==> src/rtl/pixel_plot_sink.sv <==
// Pixel-write sink: buffers drawer pixels in a small FIFO, clips off-screen ones, drives the VGA plot port.
// Latency: a pixel accepted at edge N is plotted during the cycle after edge N+1; PixelReady falls only when the FIFO is full.
module pixel_plot_sink #(
  parameter int FIFO_DEPTH = 4,
  parameter int SCREEN_W   = 160,
  parameter int SCREEN_H   = 120,
  parameter int COLOUR_W   = 3
) (
  input  logic                Clock,
  input  logic                Reset,
  input  logic [7:0]          XIn,
  input  logic [6:0]          YIn,
  input  logic [COLOUR_W-1:0] ColourIn,
  input  logic                LastIn,
  input  logic                PixelValid,
  output logic                PixelReady,
  input  logic                Hold,
  output logic [7:0]          PlotX,
  output logic [6:0]          PlotY,
  output logic [COLOUR_W-1:0] PlotColour,
  output logic                Plot,
  output logic                DoneDrawing,
  output logic [7:0]          ClipCount
);

  localparam int PW = $clog2(FIFO_DEPTH);
  localparam logic [PW:0] FULL = (PW+1)'(FIFO_DEPTH);
  localparam logic [8:0]  SW9  = 9'(SCREEN_W);
  localparam logic [7:0]  SH8  = 8'(SCREEN_H);

  typedef struct packed {
    logic [7:0]          x;
    logic [6:0]          y;
    logic [COLOUR_W-1:0] colour;
    logic                last;
  } pix_t;

  typedef enum logic [1:0] {IDLE, DRAIN, PAUSED} state_t;

  pix_t                mem_q [FIFO_DEPTH];
  logic [PW-1:0]       wr_ptr_q, rd_ptr_q, wr_ptr_d, rd_ptr_d;
  logic [PW:0]         occ_q, occ_d;
  state_t              state_q, state_d;
  logic [7:0]          plot_x_q, plot_x_d;
  logic [6:0]          plot_y_q, plot_y_d;
  logic [COLOUR_W-1:0] plot_c_q, plot_c_d;
  logic                plot_q, plot_d, done_q, done_d;
  logic [7:0]          clip_q, clip_d;

  logic push, pop, in_range;
  pix_t head, pix_in;

  assign PixelReady = (occ_q != FULL);
  assign push       = PixelValid && PixelReady;
  assign pop        = (occ_q != '0) && !Hold;
  assign head       = mem_q[rd_ptr_q];
  assign pix_in     = '{x: XIn, y: YIn, colour: ColourIn, last: LastIn};
  // Zero-extended compares so out-of-range codes like X=255 clip rather than wrap.
  assign in_range   = ({1'b0, head.x} < SW9) && ({1'b0, head.y} < SH8);

  always_comb begin
    wr_ptr_d = wr_ptr_q;
    rd_ptr_d = rd_ptr_q;
    occ_d    = occ_q;
    plot_x_d = plot_x_q;
    plot_y_d = plot_y_q;
    plot_c_d = plot_c_q;
    plot_d   = 1'b0;
    done_d   = 1'b0;
    clip_d   = clip_q;
    if (push) wr_ptr_d = wr_ptr_q + PW'(1);
    if (pop)  rd_ptr_d = rd_ptr_q + PW'(1);
    case ({push, pop})
      2'b10:   occ_d = occ_q + (PW+1)'(1);
      2'b01:   occ_d = occ_q - (PW+1)'(1);
      default: occ_d = occ_q;
    endcase
    if (pop) begin
      done_d = head.last;
      if (in_range) begin
        plot_d   = 1'b1;
        plot_x_d = head.x;
        plot_y_d = head.y;
        plot_c_d = head.colour;
      end else if (clip_q != 8'hFF) begin
        clip_d = clip_q + 8'd1;
      end
    end
  end

  always_comb begin
    state_d = state_q;
    case (state_q)
      IDLE:    if (push) state_d = DRAIN;
      DRAIN: begin
        if (Hold)                                    state_d = PAUSED;
        else if (pop && occ_q == (PW+1)'(1) && !push) state_d = IDLE;
      end
      PAUSED:  if (!Hold) state_d = (occ_d != '0) ? DRAIN : IDLE;
      default: state_d = IDLE;
    endcase
  end

  always_ff @(posedge Clock) begin
    if (push) mem_q[wr_ptr_q] <= pix_in;
  end

  always_ff @(posedge Clock or negedge Reset) begin
    if (!Reset) begin
      wr_ptr_q <= '0;
      rd_ptr_q <= '0;
      occ_q    <= '0;
      state_q  <= IDLE;
      plot_x_q <= '0;
      plot_y_q <= '0;
      plot_c_q <= '0;
      plot_q   <= 1'b0;
      done_q   <= 1'b0;
      clip_q   <= '0;
    end else begin
      wr_ptr_q <= wr_ptr_d;
      rd_ptr_q <= rd_ptr_d;
      occ_q    <= occ_d;
      state_q  <= state_d;
      plot_x_q <= plot_x_d;
      plot_y_q <= plot_y_d;
      plot_c_q <= plot_c_d;
      plot_q   <= plot_d;
      done_q   <= done_d;
      clip_q   <= clip_d;
    end
  end

  assign PlotX       = plot_x_q;
  assign PlotY       = plot_y_q;
  assign PlotColour  = plot_c_q;
  assign Plot        = plot_q;
  assign DoneDrawing = done_q;
  assign ClipCount   = clip_q;

endmodule

==> config.mk <==
export PLATFORM = sky130hd
export DESIGN_NAME = pixel_plot_sink
export DESIGN_NICKNAME = d
export VERILOG_FILES = /design/src/rtl/pixel_plot_sink.sv
export SDC_FILE = /design/constraint.sdc
export NUM_CORES = 1
export LEC_CHECK = 0
export BUFFER_PORTS_ARGS = -buffer_cell sky130_fd_sc_hd__buf_2
export CAP_MARGIN = 25
export CELL_PAD_IN_SITES_DETAIL_PLACEMENT = 1
export CELL_PAD_IN_SITES_GLOBAL_PLACEMENT = 1
export CORE_UTILIZATION = 50
export DETAILED_ROUTE_END_ITERATION = 12
export GPL_ROUTABILITY_DRIVEN = 0
export PLACE_DENSITY = 0.87
export REMOVE_ABC_BUFFERS = 1
export SYNTH_ARGS = -nofsm -noshare
export SYNTH_HDL_FRONTEND = slang
export SYNTH_SLANG_ARGS = --single-unit
export TNS_END_PERCENT = 1
==> constraint.sdc <==
create_clock -name Clock -period 2.9 [get_ports Clock]
set_clock_uncertainty 0.15 [all_clocks]
set_input_delay 0.29 -clock Clock [delete_from_list [all_inputs] [get_ports Clock]]
set_output_delay 0.29 -clock Clock [all_outputs]
set_load 0.01 [all_outputs]
Yosys cells after proc, flatten, opt, wreduce, memory -nomap -nowiden:

Memory sizes are Yosys's and may differ from the RTL's.
Cells that the tools add are included.

* bits in registers: 35
* latch bits: 0
* RAM bits: 76
* memory bits (read-only): 0
* output and inout port bits: 29
* word-level logic and storage cells: 36
* memories: 1

Memories
* mem_q: words 4, width 19, read ports 1, clocked after Yosys merged registers in 0, wr ports 1, line 40 `pix_t mem_q [FIFO_DEPTH];`

* $add $sub $neg: 5
* $mul: 0
* divide/modulo/power cells: 0
* order comparisons: 2
* equal/unequal tests: 4
* shift operators: 0
* multiplexer cells: 6
* bitwise logic cells: 1
* reduce and logical (&&, ||, !) cells: 8

Operator list (number)
* $add 8x1->8 const B: 1
* $lt 8x8->1 const B: 1
* $ne 8x8->1 const B: 1
* $lt 7x7->1 const B: 1
* $pmux 3 s2: 1
* $mux 1: 5
* $add 2x1->2 const B: 2
* $add 3x1->3 const B: 1
* $logic_and 1x1->1: 3
* $ne 3x3->1 const B: 1
* $reduce_and 3->1: 1
* $reduce_bool 3->1: 1
* $sub 3x1->3 const B: 1
* $eq 2x1->1 const B: 1
* $eq 2x2->1 const B: 1
* $reduce_and 2->1: 1
* $reduce_bool 2->1: 1
* $logic_not 1->1: 1
* $not 1->1: 1

Logic depth before layout (Yosys ltp):

An unclocked memory read counts as a cell.

* word-level depth: 5
* gate-level depth with buffers: 10
* mapped depth without buffers: 10

Least setup slack after synthesis:

Ideal clock, no wire load.

* path kind: register -> register
* start point: register rd_ptr_q[0]
* end point: register plot_c_q[0], in the netlist PlotColour[0]
* arrival: 1.945 ns
* required time: 2.625 ns
* path slack: 0.680 ns
* cell stages (with the launch flop): 7
* buffers on the path: 2
* period minus slack after synthesis: 2.220 ns
* cells stage by stage: dfrtp_1 > buf_6 > mux4_2 > o21ai_4 > nand3_4 > buf_6 > mux2_4

* cells in the longest elaborated chain, start to end: 4

Ends and longest elaborated chain
* start: declaration: line 41 `logic [PW-1:0] wr_ptr_q, rd_ptr_q, wr_ptr_d, rd_ptr_d;`
* start signal: assignment: line 122 `rd_ptr_q <= rd_ptr_d;`
* $mem_v2 4x19 *
* $lt 8x8->1 / $lt 7x7->1 (equally long branches): line 59 `assign in_range = ({1'b0, head.x} < SW9) && ({1'b0, head.y} < SH8);`
* $logic_and 1x1->1: line 59
* $reduce_and 2->1 (no line)
* end signal: assignment: line 127 `plot_c_q <= plot_c_d;`
* end: declaration: line 46 `logic [COLOUR_W-1:0] plot_c_q, plot_c_d;`

Mark *: on every way between the ends. The rest lies on a longest branch, timed or not.
A chain may end at the register's enable or synchronous reset.

Worst setup path after layout:

Ends and elaborated chain as after synthesis.

==> flow_metrics.env <==
export IMPL_status="finished, final reports clean"
export IMPL_clk_latency_ns=0.37
export IMPL_rsz0062_at_grt="false"
export IMPL_firstDrtPassIters=4
export IMPL_numPortBuffers=51
export IMPL_drt_vias_per_instance=5.43
export IMPL_grt_pass1_vias=2483
export IMPL_fill_cells=731
export IMPL_antenna_cells=0
export IMPL_drive_above_1_share=0.371
export IMPL_drc=0
export IMPL_fin_tns_setup_ns=0
export IMPL_grt_max_degree=36
export IMPL_startpoint_type="flop"
export IMPL_crit_arrival_ns=2.72
export IMPL_finalHoldViolations=0
export IMPL_synth_area_leaders="edfxtp_1 (52%), dfrtp_1 (20%), mux4_2 (7.2%)"
export IMPL_yosysMostFrequentCell="edfxtp_1"
export IMPL_cp_data_required_time_ns=3.01
export IMPL_synthArstFlopShare=0.315
export IMPL_dpl_hpwl_mm=5.91
export IMPL_relSlewSlack=0.443
export IMPL_io_pins=52
export IMPL_cts_tree="built"
export IMPL_fmax_mhz=383
export IMPL_cts_sink_count=111
export IMPL_cts_buffers=9
export IMPL_yosys_top_cells_count="edfxtp_1 (76), dfrtp_1 (35), mux4_2 (14), mux2_2 (11), xor2_1 (10)"
export IMPL_drt_initial_drc_count=76
export IMPL_worstPathMaxFanout=19
export IMPL_seq_area_frac_synth=0.723
export IMPL_grt_overflow=0
export IMPL_initial_core_util=0.524
export IMPL_multiInputGateArea_um2=1140
export IMPL_hold_class="in -> reg"
export IMPL_die_width_um=95.5
export IMPL_ys_flop_type="edfxtp_1"
export IMPL_cp_end_kind="flop"
export IMPL_synth_edf_count=76
export IMPL_layoutNonFillerInstCount=407
export IMPL_finalSetupViolations=0
export IMPL_clk_path_buf_depth=2
export IMPL_rows=33
export IMPL_post_drt_wl_per_cell_um=21.0
export IMPL_slew_viol_final=0
export IMPL_grt_pass1_wl_mm=13.1
export IMPL_hold_slack_ns=0.0215
export IMPL_synth_distinct_cells=29
export IMPL_synth_top_area_cell="edfxtp_1"
export IMPL_core_area_um2=8340
export IMPL_grt_total_usage=0.208
export IMPL_die_area_um2=9120
export IMPL_path_cells="buf_12 -> mux4_1 -> nand4_4 -> nand3_4 -> mux2_4"
export IMPL_antenna_found_initial=0
export IMPL_post_cts_buffers=0
export IMPL_nets=327
export IMPL_yosys_warnings=0
export IMPL_syn2layout_area_growth_pct=18.2
export IMPL_maxCapViolCount=0
export IMPL_crit_slowest_cell="mux4_1"
export IMPL_synth_top_cell_area_share=0.522
export IMPL_ff_latch_area_um2=3160
export IMPL_htreeDepth=3
export IMPL_cpPeakStageDelay_ns=0.64
export IMPL_crit_type="reg -> reg"
export IMPL_syn_inst=215
export IMPL_tightest_slew_ns=0.836
export IMPL_die_h_um=95.5
export IMPL_period_share=0.901
export IMPL_final_antenna_net_count=0
export IMPL_p_total_uw=5170
export IMPL_power_leakage_uw=0.00205
export IMPL_num_vias=2212
export IMPL_synth_area_um2=4370
export IMPL_period_needed_ns=2.61
export IMPL_dp_cells=373
export IMPL_ir_drop_uv=414
export IMPL_p_per_area_nw_per_um2=1000
export IMPL_drt_total_wl_mm=8.55
export IMPL_root_buffer="clkbuf_8"
export IMPL_utilization=0.619
export IMPL_syn_area_per_cell_um2=20.3
export IMPL_clk_transition_reported_paths_ns=0.10
export IMPL_ys_seq_elements=111
-- logic make-up after synthesis --
family | after synthesis | share of synthesized area
buffers and inverters | 15 | 0.0169
xor gates and xnor gates | 13 | 0.0261
adders and majority gates | 7 | 0.0218
AOI/OAI and AO/OA | 9 | 0.0178
muxes | 40 | 0.164
DFF | 111 | 0.723
and+or+nand+nor | 20 | 0.0309
-- flip-flops by register name, summed over array words and instances, names as in the netlist --
register,flops
ClipCount,8
PlotY,7
PlotColour,3
Plot,1
occ_q,3
DoneDrawing,1
PlotX,8
wr_ptr_q,2
mem_q,76
rd_ptr_q,2
-- worst max-delay path, delay by kind of cell, from the launching register on --
kind                   cells  cell delay (ns)
DFF                        1             0.57
buffers and inverters      1             0.21
and+or+nand+nor            2             0.51
muxes                      2             1.05
-- power by group --
group / leakage, uW / switching [uW] / internal [uW]
clock network: 0.0000999 / 513 / 402
registers: 0.00112 / 275 / 2170
logic: 0.000833 / 890 / 926
total: 0.00205 / 1680 / 3500
-- path summary, 6_finish.rpt --
check	startpoint	end	slack, ns	cells after the start
setup / recovery	rd_ptr_q[0]	PlotColour[0]	0.29	5
hold / removal	YIn[0]	mem_q[0][4]	0.02	1
setup reg to reg	rd_ptr_q[0]	PlotColour[0]	0.29	5
hold reg to reg	ClipCount[6]	ClipCount[6]	0.36	1
max in group asynchronous	Reset	PlotX[5]	1.68	2
min in group asynchronous	Reset	ClipCount[3]	0.40	2
-- routing by layer --
layer  routed length, um  global-route usage  vias to the layer above
li1                    -                   -                     1009
met1                3450               0.244                     1148
met2                4750               0.378                       44
met3                 219              0.0367                       11
met4                 132              0.0808                        0
met5                   0                   0                        -
-- repair_timing --
item                      4_1_cts  5_1_grt
hold endpoints to repair       99        0
gates resized for setup         0        0
hold buffers                   18        0
-- cell type report --
type,instances,area share
inverters,9,0.00654
clock inverters,7,0.0138
flip-flops and latches,111,0.612
well taps,105,0.0254
multi-input cells,89,0.220
clock buffers,9,0.0240
repair buffers,77,0.0984
-- placed cells by master (no fill, tap or decap), drive strengths merged, types with 2 or more instances in the layout --
cell type    instances
dlygate4sd3         18
inv                 11
dfrtp               35
edfxtp              76
xor2                10
a211oi               3
nand2                3
ha                   6
mux2                20
nand4                2
mux4                19
clkinv               3
and2                 2
a2111oi              3
clkbuf               9
nand3                6
and3                 5
xnor2                3
buf                 59
-- through the flow --
stage / worst slack, ns / cell area (um2)
2_1_floorplan: 0.105 / 4330
3_3_place_gp: 0.376 / 4790
3_5_place_dp: 0.255 / 4790
4_1_cts: 0.245 / 5160
5_1_grt: 0.181 / 5160
6_report: 0.286 / 5160
Note: power is estimated with default switching activity, not from simulation.
